==> src/rtl/rr_arbiter8_if.sv <==
// Request/grant bundle between the requesters and the round-robin arbiter.
// The arbiter takes the slave side; whoever drives req/done takes the master side.
interface rr_arbiter8_if #(
    parameter int N = 8
);
    logic [N-1:0] req;
    logic         done;
    logic [N-1:0] gnt;
    logic         gnt_valid;
    logic         timeout;

    modport master (output req, output done, input gnt, input gnt_valid, input timeout);
    modport slave  (input req, input done, output gnt, output gnt_valid, output timeout);
endinterface

==> src/rtl/rr_arbiter8.sv <==
// Round-robin arbiter with a registered one-hot grant held for a whole transaction.
// A transaction ends on done, on the owner dropping its request, or on hold-time expiry.
module rr_arbiter8 #(
    parameter int N        = 8,
    parameter int MAX_HOLD = 16
) (
    input  logic          clk,
    input  logic          rst,
    rr_arbiter8_if.slave  bus
);
    localparam int PTR_W  = $clog2(N);
    localparam int HOLD_W = (MAX_HOLD < 2) ? 1 : $clog2(MAX_HOLD + 1);
    localparam logic [HOLD_W-1:0] HOLD_LIMIT = HOLD_W'(MAX_HOLD);

    typedef enum logic {IDLE, OWNED} state_t;

    state_t              state_q, state_d;
    logic [PTR_W-1:0]    ptr_q, ptr_d;
    logic [PTR_W-1:0]    owner_q, owner_d;
    logic [HOLD_W-1:0]   hold_q, hold_d;
    logic [N-1:0]        gnt_q, gnt_d;
    logic                gnt_valid_q;
    logic                timeout_q, timeout_d;

    logic [PTR_W-1:0]    search_start;
    logic                win_found;
    logic [PTR_W-1:0]    win_idx;
    logic                expired;
    logic                owner_req;
    logic                release_now;

    // Scanning offsets from high to low lets the closest requester overwrite farther ones.
    function automatic logic [PTR_W:0] find_winner(input logic [N-1:0] r,
                                                   input logic [PTR_W-1:0] start);
        logic [PTR_W-1:0] idx;
        find_winner = '0;
        for (int i = N - 1; i >= 0; i--) begin
            idx = start + PTR_W'(i);
            if (r[idx]) find_winner = {1'b1, idx};
        end
    endfunction

    // On release the search starts just past the owner, which is exactly the new ptr.
    assign search_start = (state_q == OWNED) ? owner_q + PTR_W'(1) : ptr_q;
    assign {win_found, win_idx} = find_winner(bus.req, search_start);

    assign expired     = (MAX_HOLD != 0) && (hold_q == HOLD_LIMIT);
    assign owner_req   = bus.req[owner_q];
    assign release_now = bus.done || !owner_req || expired;

    always_comb begin
        // NOTE: every output of this block gets a default first, so no path can infer a latch.
        state_d   = state_q;
        ptr_d     = ptr_q;
        owner_d   = owner_q;
        hold_d    = hold_q;
        gnt_d     = gnt_q;
        timeout_d = 1'b0;

        unique case (state_q)
            IDLE: begin
                if (win_found) begin
                    state_d = OWNED;
                    owner_d = win_idx;
                    gnt_d   = N'(1) << win_idx;
                    hold_d  = HOLD_W'(1);
                end
            end
            OWNED: begin
                if (!release_now) begin
                    if (MAX_HOLD != 0 && hold_q != HOLD_LIMIT) hold_d = hold_q + HOLD_W'(1);
                end else begin
                    ptr_d     = search_start;
                    timeout_d = expired && !bus.done && owner_req;
                    if (win_found) begin
                        owner_d = win_idx;
                        gnt_d   = N'(1) << win_idx;
                        hold_d  = HOLD_W'(1);
                    end else begin
                        state_d = IDLE;
                        gnt_d   = '0;
                        hold_d  = '0;
                    end
                end
            end
            default: state_d = IDLE;
        endcase
    end

    always_ff @(posedge clk) begin
        // NOTE: registers take non-blocking assignments so every flop samples pre-edge values.
        if (rst) begin
            state_q     <= IDLE;
            ptr_q       <= '0;
            owner_q     <= '0;
            hold_q      <= '0;
            gnt_q       <= '0;
            gnt_valid_q <= 1'b0;
            timeout_q   <= 1'b0;
        end else begin
            state_q     <= state_d;
            ptr_q       <= ptr_d;
            owner_q     <= owner_d;
            hold_q      <= hold_d;
            gnt_q       <= gnt_d;
            gnt_valid_q <= |gnt_d;
            timeout_q   <= timeout_d;
        end
    end

    assign bus.gnt       = gnt_q;
    assign bus.gnt_valid = gnt_valid_q;
    assign bus.timeout   = timeout_q;
endmodule

==> src/flat_wrapper.sv <==
// flat-port wrapper written by rule: the top's interface ports become plain ports
module rr_arbiter8_flat 
#(
    parameter int N        = 8,
    parameter int MAX_HOLD = 16
)
  (clk, rst, bus_req, bus_done, bus_gnt, bus_gnt_valid, bus_timeout);
  rr_arbiter8_if #(.N(N)) bus_i ();
  input  logic clk;
  input  logic rst;
  input wire logic [$bits(bus_i.req)-1:0] bus_req;
  input wire logic [$bits(bus_i.done)-1:0] bus_done;
  output wire logic [$bits(bus_i.gnt)-1:0] bus_gnt;
  output wire logic [$bits(bus_i.gnt_valid)-1:0] bus_gnt_valid;
  output wire logic [$bits(bus_i.timeout)-1:0] bus_timeout;
  assign bus_i.req = bus_req;
  assign bus_i.done = bus_done;
  assign bus_gnt = bus_i.gnt;
  assign bus_gnt_valid = bus_i.gnt_valid;
  assign bus_timeout = bus_i.timeout;
  rr_arbiter8 #(.N(N), .MAX_HOLD(MAX_HOLD)) u_core (.clk(clk), .rst(rst), .bus(bus_i));
endmodule
==> config.mk <==
export PLATFORM = sky130hd
export DESIGN_NAME = rr_arbiter8_flat
export DESIGN_NICKNAME = d
export VERILOG_FILES = /design/src/rtl/rr_arbiter8_if.sv /design/src/rtl/rr_arbiter8.sv /design/src/flat_wrapper.sv
export SDC_FILE = /design/constraint.sdc
export NUM_CORES = 1
export LEC_CHECK = 0
export ABC_AREA = 1
export CAP_MARGIN = 30
export CORE_MARGIN = 4
export CORE_UTILIZATION = 28
export CTS_BUF_LIST = sky130_fd_sc_hd__clkbuf_4 sky130_fd_sc_hd__clkbuf_8 sky130_fd_sc_hd__clkbuf_16
export DETAILED_ROUTE_END_ITERATION = 6
export PLACE_DENSITY = 0.45
export REMOVE_ABC_BUFFERS = 1
export SYNTH_ARGS = -nofsm -noshare
export SYNTH_HDL_FRONTEND = slang
export SYNTH_SLANG_ARGS = --single-unit
==> constraint.sdc <==
create_clock -name clk -period 3.4 [get_ports clk]
set_input_delay 0.51 -clock clk [delete_from_list [all_inputs] [get_ports clk]]
set_output_delay 0.51 -clock clk [all_outputs]
set_load 0.005 [all_outputs]
==> run metrics <==
CP required 3.55 ns; Max VDD drop 0.000287 V; Total Power around 2100 uW; Final Hold Viols 0; Setup Buffers After CTS 0; TritonCTS Buffers 3; total track usage 12.0%; Buf/Inv on CP 4; Ant. Diodes 0; worst r2r src u_core.owner_q[1]; area delta synth->final 18.7%; I/O pin count 21; DRT Pass-1 Iters 4; mapped cell area 1980 um^2; final wirelength 4.92 mm; CTS Sinks 22; Die W 92.2 um; Clock transition at path regs 0.09 ns; DRC viols 0; Mapped Avg Cell Area 6.00 um^2; skew final just under 0.008 ns; number of fill cells a little under 800; largest net degree at the start of global routing 14; CTS tree done; Yosys reg bits 22; initial antenna violation count 0; fmax 334 MHz; Crit path top cell by count nand2_1; overflow left after global routing 0; # H-tree levels 1; # rows 30; hold path depth 2; wire length per cell ~11 um; Max Cap Viol 0; DIE HEIGHT ~92 um; vias in the first global route between 1500 and 2000; Die ar. 8500 um^2; reg2reg path depth 22; Ys Warns 0; final setup TNS 0 ns; CP max stage delay 0.39 ns; R2R Path End u_core.bus.gnt_valid; delay-heaviest family, CP simple AND/OR/NAND/NOR gates; Critical Path Fanout Max 6; Arr. time, crit path 3.14 ns; hold crit path type register to register; GPL Wtd Cong about 0.86; synth unique cells 33; Core ar. 6830 um^2; Nets 369; slowest CP cell ha_2; crit-path cells ha_1, inv_1, nand2_1, nand2_1, ha_2, inv_1, nand3_1, nand2_1, nand2_1, nand2_2, nor3_2, nand3_4, nand2_4, inv_4, nand2_4, inv_2, nand3_1, nand2_1, nor2_1, nand2_1, nor2_1, nor2_1; starting density of the core 29.0%; port bufs 20; Setup CP Type register to register; HPWL Detailed 4.13 mm; RSZ-0062 raised after global routing no; LEAKAGE 0.00116 uW; Worst Setup Start Kind register; worst-margin pin slew 0.385 ns; setup slack, reg-to-reg 0.41 ns; count of pins over their slew limit 0; initial drt markers 75; worst skew pair latency 0.27 ns; post-route minimum period around 3 ns; CP endpoint kind register; first-pass GRT wire length 8.47 mm; via/cell ratio 4.45; max_slew headroom 74.3%; layout cell share with drive strength beyond 1 15.6%; Final ANT Viol Nets 0; crit share post-route between 80% and 90%; CTS Root Cell clkbuf_8; clock buffer depth 2; outcome finished clean; sequential area share after synthesis 22.2%; cell count after synthesis 331; routed via count 1994; # setup viols final 0; Hold EP u_core.bus.gnt[7]; Pwr Density 912 nW/um^2; Worst Hold Launch u_core.bus.gnt[7]
## repair_timing
| action | 4_1_cts | 5_1_grt |
|---|---|---|
| endpoints found under the setup margin | 0 | 1 |
| hold buffers | 0 | 0 |
| resized for setup | 0 | 1 |
| endpoints found under the hold margin | 0 | 0 |
## worst max-delay path by stage
stage	from	cells after the start	endpoint
after floorplan	u_core.owner_q[0]	21	u_core.bus.gnt_valid
after global placement	u_core.owner_q[1]	22	u_core.bus.gnt_valid
after detailed placement	u_core.owner_q[1]	22	u_core.bus.gnt_valid
after CTS	u_core.owner_q[1]	22	u_core.bus.gnt_valid
after global routing	u_core.owner_q[1]	24	u_core.bus.gnt_valid
final	u_core.owner_q[1]	22	u_core.bus.gnt_valid
## per-stage QoR
step	hold WS, ns	cell area, um^2	instances	worst slack (ns)	utilization [%]
4_1_cts	0.497	2350	448	0.349	34.5
2_1_floorplan	0.463	1930	324	0.591	-
3_3_place_gp	0.487	2280	444	0.365	33.4
6_report	0.492	2360	448	0.408	34.5
5_1_grt	0.529	2360	448	0.0374	34.5
3_5_place_dp	0.484	2280	444	0.398	33.4
## final cells by class
| cell class | instances | area, um^2 | share of cell area [%] |
|---|---|---|---|
| clock buffer | 3 | 41.3 | 1.75 |
| clock inverter | 1 | 30.0 | 1.27 |
| inverter | 40 | 155 | 6.59 |
| multi-input combinational | 262 | 1340 | 56.8 |
| sequential | 22 | 440 | 18.7 |
| tap | 96 | 120 | 5.10 |
| timing repair buffer | 24 | 230 | 9.77 |
## report_power, final
part	internal, uW	total [uW]	switching, uW	leakage, uW
Sequential	331	373	41.9	0.000180
Clock	157	247	89.8	0.0000357
Combinational	549	1530	979	0.000948
Total	1040	2150	1110	0.00116
## synth_stat cells, drive strengths merged
cell	number	area share [%]
xnor2	2	0.88
inv	40	7.8
xor2	1	0.44
dfxtp	22	22
nand4	2	0.63
and2	2	0.63
nor3	3	1.6
clkbuf	3	0.57
o21bai	1	0.38
nand2	144	32
o21a	2	0.76
or2	1	0.32
o21ai	14	4.1
nor2	21	4.4
ha	5	3.2
nand3	35	10
buf	4	2.1
a211oi	1	0.38
a31o	1	0.44
a21oi	27	6.8
## kinds of logic (layout without fill, tap and decap cells)
kind of cell    Yosys count  count (layout)  synth area share [%]
flops                    22              22                  22.2
compound gates           46              46                  12.9
simple gates            208             208                  50.0
xor+xnor                  3               3                  1.32
buf+inv                  47              68                  10.5
fa+ha+maj                 5               5                  3.15
## routing by layer
metal / routed length (um) / up-vias / global-route usage, %
li1: - / 1096 / -
met4: 23 / 0 / 1.73
met2: 2160 / 28 / 19.1
met3: 135 / 2 / 2.13
met1: 2600 / 868 / 17.3
met5: 0 / - / 0
## state kept, by name, summed over array words and instances (netlist names)
name                  flops
u_core.bus.gnt            8
u_core.bus.gnt_valid      1
u_core.bus.timeout        1
u_core.hold_q             5
u_core.owner_q            3
u_core.ptr_q              3
u_core.state_q            1
## worst min-delay path, delay by kind of cell (launching register included)
family	cells	cell delay, ns
AOI/OAI and AO/OA	1	0.06
DFF	1	0.31
and+or+nand+nor	1	0.07
## layout by cell type (no fill, tap or decap), types with 3 or more instances in the layout
cell type / n
ha_1: 4
dfxtp_1: 22
o21ai_1: 3
nand2_1: 118
a21oi_1: 27
nand2_2: 20
clkdlybuf4s50_1: 20
buf_4: 4
nand3_2: 4
clkbuf_8: 3
nand3_1: 30
nand2_4: 6
inv_1: 33
nor2_1: 18
nor2_2: 3
o21ai_0: 10
inv_2: 5
(Power assumes the default switching activity.)
